`config.mk`:
```
export PLATFORM = sky130hd
export DESIGN_NAME = bram_copy_ctrl
export DESIGN_NICKNAME = d
export VERILOG_FILES = /design/src/rtl/bram_copy_ctrl.sv
export SDC_FILE = /design/constraint.sdc
export NUM_CORES = 1
export LEC_CHECK = 0
export BUFFER_PORTS_ARGS = -buffer_cell sky130_fd_sc_hd__buf_2
export CAP_MARGIN = 20
export CORE_MARGIN = 5
export CORE_UTILIZATION = 50
export CTS_CLUSTER_DIAMETER = 120
export DETAILED_ROUTE_END_ITERATION = 8
export PLACE_DENSITY = 0.84
export SLEW_MARGIN = 20
export SYNTH_ARGS = -nofsm -noshare
export SYNTH_HDL_FRONTEND = slang
export SYNTH_SLANG_ARGS = --single-unit
```
`constraint.sdc`:
```
create_clock -name clk -period 4.4 [get_ports clk]
set_input_delay 0.44 -clock clk [delete_from_list [all_inputs] [get_ports clk]]
set_output_delay 0.44 -clock clk [all_outputs]
set_load 0.02 [all_outputs]
```
`src/rtl/bram_copy_ctrl.sv`:
```
// bram_copy_ctrl: block copy sequencer for a single-port BRAM.
// Alternates read/write on the one port, ascending word order.
module bram_copy_ctrl #(
  parameter int DATA_WIDTH = 32,
  parameter int ADDR_WIDTH = 32,
  parameter int RAM_SIZE   = 1024,
  parameter int LEN_WIDTH  = 11
) (
  input  logic                  clk,
  input  logic                  rst_n,
  input  logic                  start,
  input  logic [ADDR_WIDTH-1:0] src_addr,
  input  logic [ADDR_WIDTH-1:0] dst_addr,
  input  logic [LEN_WIDTH-1:0]  len,
  output logic                  busy,
  output logic                  done,
  output logic                  err,
  output logic [LEN_WIDTH-1:0]  copied,
  output logic                  bram_we,
  output logic [ADDR_WIDTH-1:0] bram_addr,
  output logic [DATA_WIDTH-1:0] bram_din,
  input  logic [DATA_WIDTH-1:0] bram_dout
);

  typedef enum logic [2:0] {
    IDLE, CHECK, RD, WR, FIN
  } state_e;

  state_e                state_q;
  logic [ADDR_WIDTH-1:0] src_q;
  logic [ADDR_WIDTH-1:0] dst_q;
  logic [LEN_WIDTH-1:0]  len_q;
  logic [LEN_WIDTH-1:0]  cnt_q;
  logic                  busy_q;
  logic                  done_q;
  logic                  err_q;
  logic                  we_q;
  logic [ADDR_WIDTH-1:0] addr_q;

  logic [LEN_WIDTH-1:0]  cnt_d;
  logic [ADDR_WIDTH:0]   src_end_d;
  logic [ADDR_WIDTH:0]   dst_end_d;
  logic [ADDR_WIDTH:0]   lim_d;
  logic                  oor_d;

  // Range check on one extra bit so huge addresses cannot wrap past it
  always_comb begin
    cnt_d     = cnt_q + LEN_WIDTH'(1);
    lim_d     = (ADDR_WIDTH+1)'(RAM_SIZE);
    src_end_d = {1'b0, src_q} + (ADDR_WIDTH+1)'(len_q);
    dst_end_d = {1'b0, dst_q} + (ADDR_WIDTH+1)'(len_q);
    oor_d     = (src_end_d > lim_d) || (dst_end_d > lim_d);
  end

  // Sequencer with registered port and status outputs
  always_ff @(posedge clk or negedge rst_n) begin
    if (!rst_n) begin
      state_q <= IDLE;
      src_q   <= '0;
      dst_q   <= '0;
      len_q   <= '0;
      cnt_q   <= '0;
      busy_q  <= 1'b0;
      done_q  <= 1'b0;
      err_q   <= 1'b0;
      we_q    <= 1'b0;
      addr_q  <= '0;
    end else begin
      unique case (state_q)
        IDLE: begin
          if (start) begin
            src_q   <= src_addr;
            dst_q   <= dst_addr;
            len_q   <= len;
            cnt_q   <= '0;
            busy_q  <= 1'b1;
            state_q <= CHECK;
          end
        end
        CHECK: begin
          if (oor_d) begin
            busy_q  <= 1'b0;
            done_q  <= 1'b1;
            err_q   <= 1'b1;
            state_q <= FIN;
          end else if (len_q == '0) begin
            busy_q  <= 1'b0;
            done_q  <= 1'b1;
            state_q <= FIN;
          end else begin
            addr_q  <= src_q;
            state_q <= RD;
          end
        end
        RD: begin
          we_q    <= 1'b1;
          addr_q  <= dst_q + ADDR_WIDTH'(cnt_q);
          state_q <= WR;
        end
        WR: begin
          we_q  <= 1'b0;
          cnt_q <= cnt_d;
          if (cnt_d == len_q) begin
            addr_q  <= '0;
            busy_q  <= 1'b0;
            done_q  <= 1'b1;
            state_q <= FIN;
          end else begin
            addr_q  <= src_q + ADDR_WIDTH'(cnt_d);
            state_q <= RD;
          end
        end
        FIN: begin
          done_q  <= 1'b0;
          err_q   <= 1'b0;
          state_q <= IDLE;
        end
        default: state_q <= IDLE;
      endcase
    end
  end

  // Write data is the read data returned this cycle, no capture stage
  assign bram_din  = (state_q == WR) ? bram_dout : '0;
  assign bram_we   = we_q;
  assign bram_addr = addr_q;
  assign busy      = busy_q;
  assign done      = done_q;
  assign err       = err_q;
  assign copied    = cnt_q;

  // The port may only write during WR
  a_we_only_wr: assert property (
    @(posedge clk) disable iff (!rst_n)
    bram_we |-> (state_q == WR)
  );

endmodule

```
# == Word-level counts from Yosys, hierarchy flattened ==
# Index checks and enable logic that the tools add are counted.
# word_totals
reg_bits,125
in_bits,110
output_inout_bits,79
wordCells,67
# op_classes
add_sub_neg,5
n_lt_le_gt_ge,2
n_eq_ne,11
mux,24
reduce_logical,15
# ops
cell,count
32-bit two-way mux,4
32-bit one-hot mux with 3 select lines,1
32-bit by 11-bit adder with 33-bit output,2
"33-bit by 11-bit greater-than comparator with 1-bit output, second input constant",2
32-bit by 11-bit adder with 32-bit output,2
11-bit one-hot mux with 2 select lines,1
3-bit two-way mux,4
3-bit one-hot mux with 4 select lines,1
"11-bit by 1-bit adder with 11-bit output, second input constant",1
11-bit equality test,1
11-bit logical NOT,1
11-bit two-way mux,1
"2-bit inequality test, second input constant",5
3-bit nonzero test,3
1-bit two-way mux,8
"3-bit by 2-bit equality test with 1-bit output, second input constant",2
1-bit one-hot mux with 3 select lines,2
2-bit AND reduction,3
3-bit AND reduction,2
2-bit nonzero test,3
1-bit one-hot mux with 2 select lines,2
4-bit AND reduction,1
"3-bit by 1-bit equality test with 1-bit output, second input constant",1
"3-bit equality test, second input constant",1
other kinds (3),3

# == Longest topological paths before layout ==
# Gate-level depths: netlist of run 1.
# depth
ltp_word,5
ltp_mapped,16
mapped_depth_nobuf,15

# == Least setup slack after synthesis of run 1 ==
# Ideal clock, no wire load.
# synth_path
kind,register -> register
startpoint,reg len_q[0]
endpoint,reg addr_q[27] (netlist: bram_addr[27])
setup_ns,0.126
arrival_ns,3.385
required_time_ns,4.274
slack_ns,0.889
stages_incl_launch_ff,14
path_buffers,1
synth_period_minus_slack_ns,3.511
cell_sequence,dfrtp_1 ha_1 fa_1 a211oi_1 o21ai_0 a21oi_1 mux2i_1 o2111ai_1 o41ai_1 nor4b_1 and4_4 a31oi_4 buf_6 a221o_1
# synth_between
elab_chain_cells,5
word_cells_on_any_way,12
classes_between,add/sub (2); order compare (2); eq/ne (3); mux (2); reduce/logical (3)
# synth_lines
element,line_no,source
from (decl),32,logic [LEN_WIDTH-1:0] len_q;
from (signal assigned),74,len_q <= len;
32-bit by 11-bit adder with 33-bit output (on tied branches),"50, 51",
33-bit by 11-bit greater-than comparator with 1-bit output,52,oor_d = (src_end_d > lim_d) || (dst_end_d > lim_d);
1-bit logical OR,52,
2-bit inequality test (no source line),n/a,
3-bit AND reduction (no source line),n/a,
to (signal assigned),91,addr_q <= src_q;
to (signal assigned),97,addr_q <= dst_q + ADDR_WIDTH'(cnt_q);
to (signal assigned),109,addr_q <= src_q + ADDR_WIDTH'(cnt_d);
to (decl),38,logic [ADDR_WIDTH-1:0] addr_q;
# Parallel ways exist; a longest one is shown, timed or not.
# A chain may end at the register's enable or synchronous reset.

# == Worst setup path after layout of run 1 ==
# layout_path
startpoint,reg len_q[0]
endpoint,reg addr_q[21] (netlist: bram_addr[21])
# The elaborated chain is that of the path after synthesis.

==> results of run 1 <==
-- timing repair --
item,CTS,global route
hold buffers,1,0
setup buffers,0,0
endpoints found under the hold margin,32,0
setup endpoints to repair,0,3
gates resized for setup,0,1
-- worst max path at each step --
| stage | startpoint | end | slack, ns | depth (start not counted) |
|---|---|---|---|---|
| after floorplan | len_q[0]$_DFFE_PN0P_ | bram_addr[27]$_DFFE_PN0P_ | 0.89 | 13 |
| after global placement | len_q[6]$_DFFE_PN0P_ | bram_addr[15]$_DFFE_PN0P_ | 0.31 | 12 |
| after detailed placement | len_q[6]$_DFFE_PN0P_ | bram_addr[21]$_DFFE_PN0P_ | 0.25 | 12 |
| after CTS | len_q[6]$_DFFE_PN0P_ | bram_addr[21]$_DFFE_PN0P_ | 0.22 | 12 |
| after global routing | len_q[0]$_DFFE_PN0P_ | bram_addr[21]$_DFFE_PN0P_ | 0.03 | 12 |
| final | len_q[0]$_DFFE_PN0P_ | bram_addr[21]$_DFFE_PN0P_ | 0.15 | 12 |
-- logic make-up after synthesis --
family                     synth area share, %
DFF                                       30.9
xor gates and xnor gates                  7.67
muxes                                     10.5
adders and majority gates                 6.35
buffers and inverters                     5.06
and+or+nand+nor                           18.9
AOI/OAI and AO/OA                         20.7
-- flip-flops by register name, indices dropped and copies added (netlist names) --
| signal | count |
|---|---|
| bram_addr | 32 |
| bram_we | 1 |
| busy | 1 |
| copied | 11 |
| done | 1 |
| dst_q | 32 |
| err | 1 |
| len_q | 11 |
| src_q | 32 |
| state_q | 3 |
-- area by class of cell --
type	instances	area, um^2	share of cell area (%)
multi-input cells	891	6500	55.1
flip-flops and latches	125	3130	26.5
repair buffers	215	1160	9.83
clock buffers	19	433	3.67
well taps	270	338	2.86
inverters	40	150	1.27
clock inverters	13	93.8	0.795
-- Yosys cell counts (all sizes together), types with 5 or more instances --
cell type	count
buf	32
o21a	15
inv	40
dfrtp	125
clkbuf	41
o22ai	5
a221o	12
o21ai	83
and4	6
o41ai	9
a21o	13
nand4	30
a21oi	49
a211oi	13
mux2	82
and3	48
nor2	63
nor3	37
nand3	32
a31oi	16
mux2i	12
xor2	31
or2	10
xnor2	42
o31ai	8
and2	5
nand2	93
o2111ai	8
ha	45
nor2b	6
nor4	18
nand2b	5
or3	6
a22oi	6
o211ai	13
o221ai	7
-- routing by layer --
metal  routed length, um  up-vias  track usage [%]  share of wire [%]
met5                   0        -                0                  0
met4                 855        0             8.01                2.5
met3                3720       85             7.21                 11
met2               15200      567             44.4                 45
met1               14000     4763             39.6                 42
li1                    -     4554                -                  -
-- power groups by stage --
stage | clock (mW) | combinational [mW] | sequential, mW
finish | 1.29 | 2.36 | 1.75
global route | 1.35 | 2.56 | 1.77
CTS | 1.30 | 2.30 | 1.73
detailed placement | 0 | 2.28 | 1.75
global placement | 0 | 2.26 | 1.75
floorplan | 0 | 1.85 | 1.52
-- critical path, cell delays in order, from the launching register on --
cell,delay (ns)
dfrtp_1,0.46
ha_1,0.26
fa_1,0.43
a2111oi_0,0.47
o2111ai_1,0.23
o41ai_1,0.60
buf_4,0.21
o2111ai_1,0.09
nor4_1,0.37
and4_4,0.32
a31oi_4,0.10
buf_12,0.19
a221o_1,0.37
==> summary.txt, run 1 <==
Clock tree
  • Max clock buf depth: 2
  • Clock slew at reported path FFs: 0.06 ns
  • CTS Root Cell: clkbuf_16
  • Clk Latency, worst-skew pair: 0.43 ns
  • TritonCTS clock tree: yes
  • Inserted Clock Buffers: 17
  • Clk sink count: 125
  • Htree depth: 4

Synthesis
  • Top cell type's share of synthesized area: 30.9%
  • Top FF cell, synth: dfrtp_1
  • Asr flop ratio synth: 100%
  • Distinct cells, synth: 85
  • Cell taking the most area after synthesis: dfrtp_1
  • Net Count, Synth: 1288
  • Synth area leaders: dfrtp_1 31%, mux2_2 8.7%, ha_1 5.6%, o21ai_0 4.0%, xnor2_1 3.6%
  • Number of flops mapped to enable cells by yosys: 0
  • Post-synthesis sequential area ratio: 30.9%
  • Netlist Area Pre-Place: 0.0101 mm^2
  • Flop and latch count out of synthesis: 125
  • Syn. warnings: 0
  • Post-Syn Area per Cell: 8.97 um^2
  • Mapped Cells: 1129

Timing
  • Minimum clock period: 4.25 ns
  • Slew HR: 28.8%
  • RSZ-0062 raised after global routing: false
  • Fmax: 0.235 GHz
  • Final setup viols: 0
  • Worst Slack Setup Final: 0.150 ns
  • Fin Clk Skew: 0.00924 ns
  • Final hold vios: 0
  • Setup tns final: 0 ns
  • Worst slew pin tran: 1.07 ns
  • Tcrit/Tclk final: 96.6%
  • Max-slew violations: 0
  • Hold_ws: 0.204 ns

Route
  • Routed wire length: 33800 um
  • Routed Antenna Nets: 0
  • Via density: 6.34
  • Residual DRC count: 0
  • DR pass1 iterations: 6
  • Drt initial violations: 1259
  • Wire length per cell: 21.5 um
  • Via count: 9969

Place
  • Hpwl dp: 25700 um
  • Port bufs: 188
  • Post-place instance area: 0.0113 mm^2
  • Post-Place Setup Slack: 0.248 ns
  • GPL Wtd Cong: 0.997
  • Dpl cells: 1540

Finish
  • Final instance area: 0.0118 mm^2
  • Diodes inserted: 0
  • Most frequent cells in the layout: 187 x buf_2, 125 x dfrtp_1, 92 x nand2_1
  • Most common cell after layout, fill and taps aside: buf_2
  • Area added between synthesis and finish: 16.6%
  • Final Util: 58.7%
  • Post-layout nets: 1449
  • Share of cells above drive strength 1: 27.4%
  • Fill cells: 1801
  • Fin cells: 1573

Worst setup path
  • Data arrival, critical path: 4.56 ns
  • Worst reg-to-reg path cell count: 12
  • R2r setup slk: 0.15 ns
  • Worst Path Required: 4.71 ns
  • Crit end category: flop
  • Reg2reg start: len_q[0]$_DFFE_PN0P_
  • Worst Path Max Fanout: 32
  • WS Path Type: flop to flop
  • R2r endpoint: bram_addr[21]$_DFFE_PN0P_
  • CP Launch Type: flop

Power and ir drop
  • Sw Pwr: 2.35 mW
  • Tot Pwr: 5.39 mW
  • Switch share: 43.5%
  • Cell area power density: 457 mW/mm^2
  • Leakage power total: 5.47 nW
  • Flop pwr share: 32.5%
  • Comb pwr share: 43.7%
  • Clock share of power: 23.9%
  • Cell internal pwr: 3.05 mW
  • Maximum vdd ir drop: 0.000233 V

Outcome
  • Outcome: completed

Floorplanning
  • Initial Util: 50.4%
  • Core footprint: 0.0201 mm^2
  • Die H: 152 um
  • Cell Rows: 52
  • Die W: 152 um
  • Die ar.: 0.0232 mm^2
  • Num ports: 189

Flow run
  • Maxcap violations: 0

GRT
  • Residual overflow from global routing: 0
  • Initial antenna violation count: 0
  • Vias in the first global route: 9635
  • Largest net degree at the start of global routing: 56
  • Total GRT Usage: 28.5%
  • First-pass GRT wire length: 53500 um

Worst hold path
  • Worst min-delay path class: input pin to flop
  • Hold path cells: 3
  • Hold Path Origin: dst_addr[18]
  • Hold Path Sink: dst_q[18]$_DFFE_PN0P_
Power figures use the tool's default switching activity.
==> run 2: changes to the inputs <==
- CORE_ASPECT_RATIO: unset -> 1.25
==> summary.txt, run 2 (synthesis results as in run 1) <==
Outcome
  • Outcome: completed

Clock tree
  • Clk sink count: 125
  • Setup bufs post-CTS: 0
  • Clk Latency, worst-skew pair: 0.44 ns
  • CTS Root Cell: clkbuf_16
  • TritonCTS clock tree: yes
  • Clock slew at reported path FFs: 0.06 ns
  • Post-cts resize count: 0
  • Htree depth: 4
  • Inserted Clock Buffers: 17
  • Max clock buf depth: 2
  • Cts hold-fix bufs: 0

Finish
  • Share of cells above drive strength 1: 27.5%
  • Area added between synthesis and finish: 17.2%
  • Fill cells: 1766
  • Most frequent cells in the layout: 187 x buf_2, 125 x dfrtp_1, 92 x nand2_1
  • Multi-input combinational cell area: 0.00650 mm^2
  • Post-layout nets: 1447
  • Reg area: 0.00313 mm^2
  • Most common cell after layout, fill and taps aside: buf_2
  • Diodes inserted: 0

GRT
  • Largest net degree at the start of global routing: 59
  • First-pass GRT wire length: 54200 um
  • Vias in the first global route: 9974
  • Initial antenna violation count: 0
  • Residual overflow from global routing: 0
  • Total GRT Usage: 30.0%

Worst hold path
  • Worst min-delay path class: input pin to async pin

Route
  • Drt initial violations: 913
  • Wl on met1: 12700 um
  • Routed Antenna Nets: 0
  • Residual DRC count: 0
  • Via density: 6.39
  • Routed wl met2: 16500 um
  • Top Layer Used: met4
  • Wire length per cell: 21.8 um
  • DR pass1 iterations: 6
  • Routed wire length: 34200 um
  • Via count: 10032
  • WL met3: 2400 um

Place
  • Post-Place Setup Slack: 0.447 ns
  • Hpwl dp: 26100 um
  • GPL Wtd Cong: 1.00
  • Port bufs: 188

Floorplanning
  • Die W: 137 um
  • Die H: 169 um
  • Num ports: 189
  • Cell Rows: 58
  • Core footprint: 0.0200 mm^2
  • Initial Util: 50.6%
  • Die ar.: 0.0232 mm^2

Power and ir drop
  • Maximum vdd ir drop: 0.000257 V
  • Tot Pwr: 5.59 mW
  • Leakage power total: 5.52 nW
  • Cell area power density: 471 mW/mm^2

Timing
  • Tcrit/Tclk final: 95.5%
  • Worst slew pin tran: 1.02 ns
  • Slew HR: 31.9%
  • Minimum clock period: 4.20 ns
  • Hold_ws: 0.0721 ns
  • Fin Clk Skew: 0.0106 ns
  • Final setup viols: 0
  • Fmax: 0.238 GHz
  • Worst Slack Setup Final: 0.198 ns
  • Max-slew violations: 0
  • RSZ-0062 raised after global routing: false
  • Final hold vios: 0
  • Setup tns final: 0 ns

Worst setup path
  • Worst Path Max Fanout: 32
  • CP Launch Type: flop
  • Crit end category: flop
  • WS Path Type: flop to flop
  • Data arrival, critical path: 4.52 ns
  • Worst Path Required: 4.71 ns

Flow run
  • Maxcap violations: 0
==> run 2: cell count changes in the layout (fill, tap and decap cells not counted), moves of 2 or more <==
| cell | previous run | this run |
|---|---|---|
| clkinvlp_4 | 7 | 3 |
| bufinv_16 | 0 | 3 |
| clkinv_4 | 1 | 4 |
| clkbuf_1 | 2 | 0 |
| clkinv_2 | 3 | 1 |
| inv_6 | 2 | 4 |
==> run 2: worst max-delay path: stages (launching register included) <==
cell	delay, ns
dfrtp_1	0.49
ha_1	0.55
inv_1	0.14
a2111oi_0	0.59
o2111ai_1	0.25
o41ai_1	0.43
buf_4	0.19
o2111ai_1	0.10
nor4_1	0.34
and4_4	0.32
a31oi_4	0.09
buf_12	0.18
a221o_1	0.37
==> run 2: per-stage QoR <==
step	utilization [%]	area [um^2]	std cells
floorplan	-	10100	1129
global placement	56.2	11300	1539
detailed placement	56.2	11300	1539
CTS	59.3	11900	1571
global route	59.3	11900	1571
finish	59.3	11900	1571
==> run 2: routing by layer <==
metal	vias to the layer above	track usage, %
li1	4549	-
met1	4743	35.5
met2	579	49.5
met3	161	5.14
met4	0	19.7
met5	-	0
==> run 2: path summary, 6_finish.rpt <==
check / startpoint / cells past startpoint / slack, ns / to
worst max-delay path: len_q[6]$_DFFE_PN0P_ / 12 / 0.20 / bram_addr[31]$_DFFE_PN0P_
worst min-delay path: rst_n / 1 / 0.07 / src_q[19]$_DFFE_PN0P_
worst max register to register: len_q[6]$_DFFE_PN0P_ / 12 / 0.20 / bram_addr[31]$_DFFE_PN0P_
worst min register to register: bram_we$_DFFE_PN0N_ / 1 / 0.49 / bram_we$_DFFE_PN0N_
max in group asynchronous: rst_n / 2 / 3.34 / len_q[9]$_DFFE_PN0P_
min in group clk: src_addr[1] / 3 / 0.22 / src_q[1]$_DFFE_PN0P_
==> run 2: final cells by class <==
| class | instances | share of cell area, % |
|---|---|---|
| Inverter | 40 | 1.26 |
| Tap cell | 270 | 2.84 |
| Sequential cell | 125 | 26.3 |
| Multi-Input combinational cell | 891 | 54.8 |
| Clock inverter | 15 | 1.58 |
| Clock buffer | 17 | 3.58 |
| Timing Repair Buffer | 213 | 9.63 |
==> run 2: power breakdown <==
part           internal, mW  switching, mW  total [mW]
Combinational         0.991           1.38        2.37
Sequential             1.34          0.398        1.73
Clock                 0.899          0.588        1.49
Total                  3.23           2.36        5.59
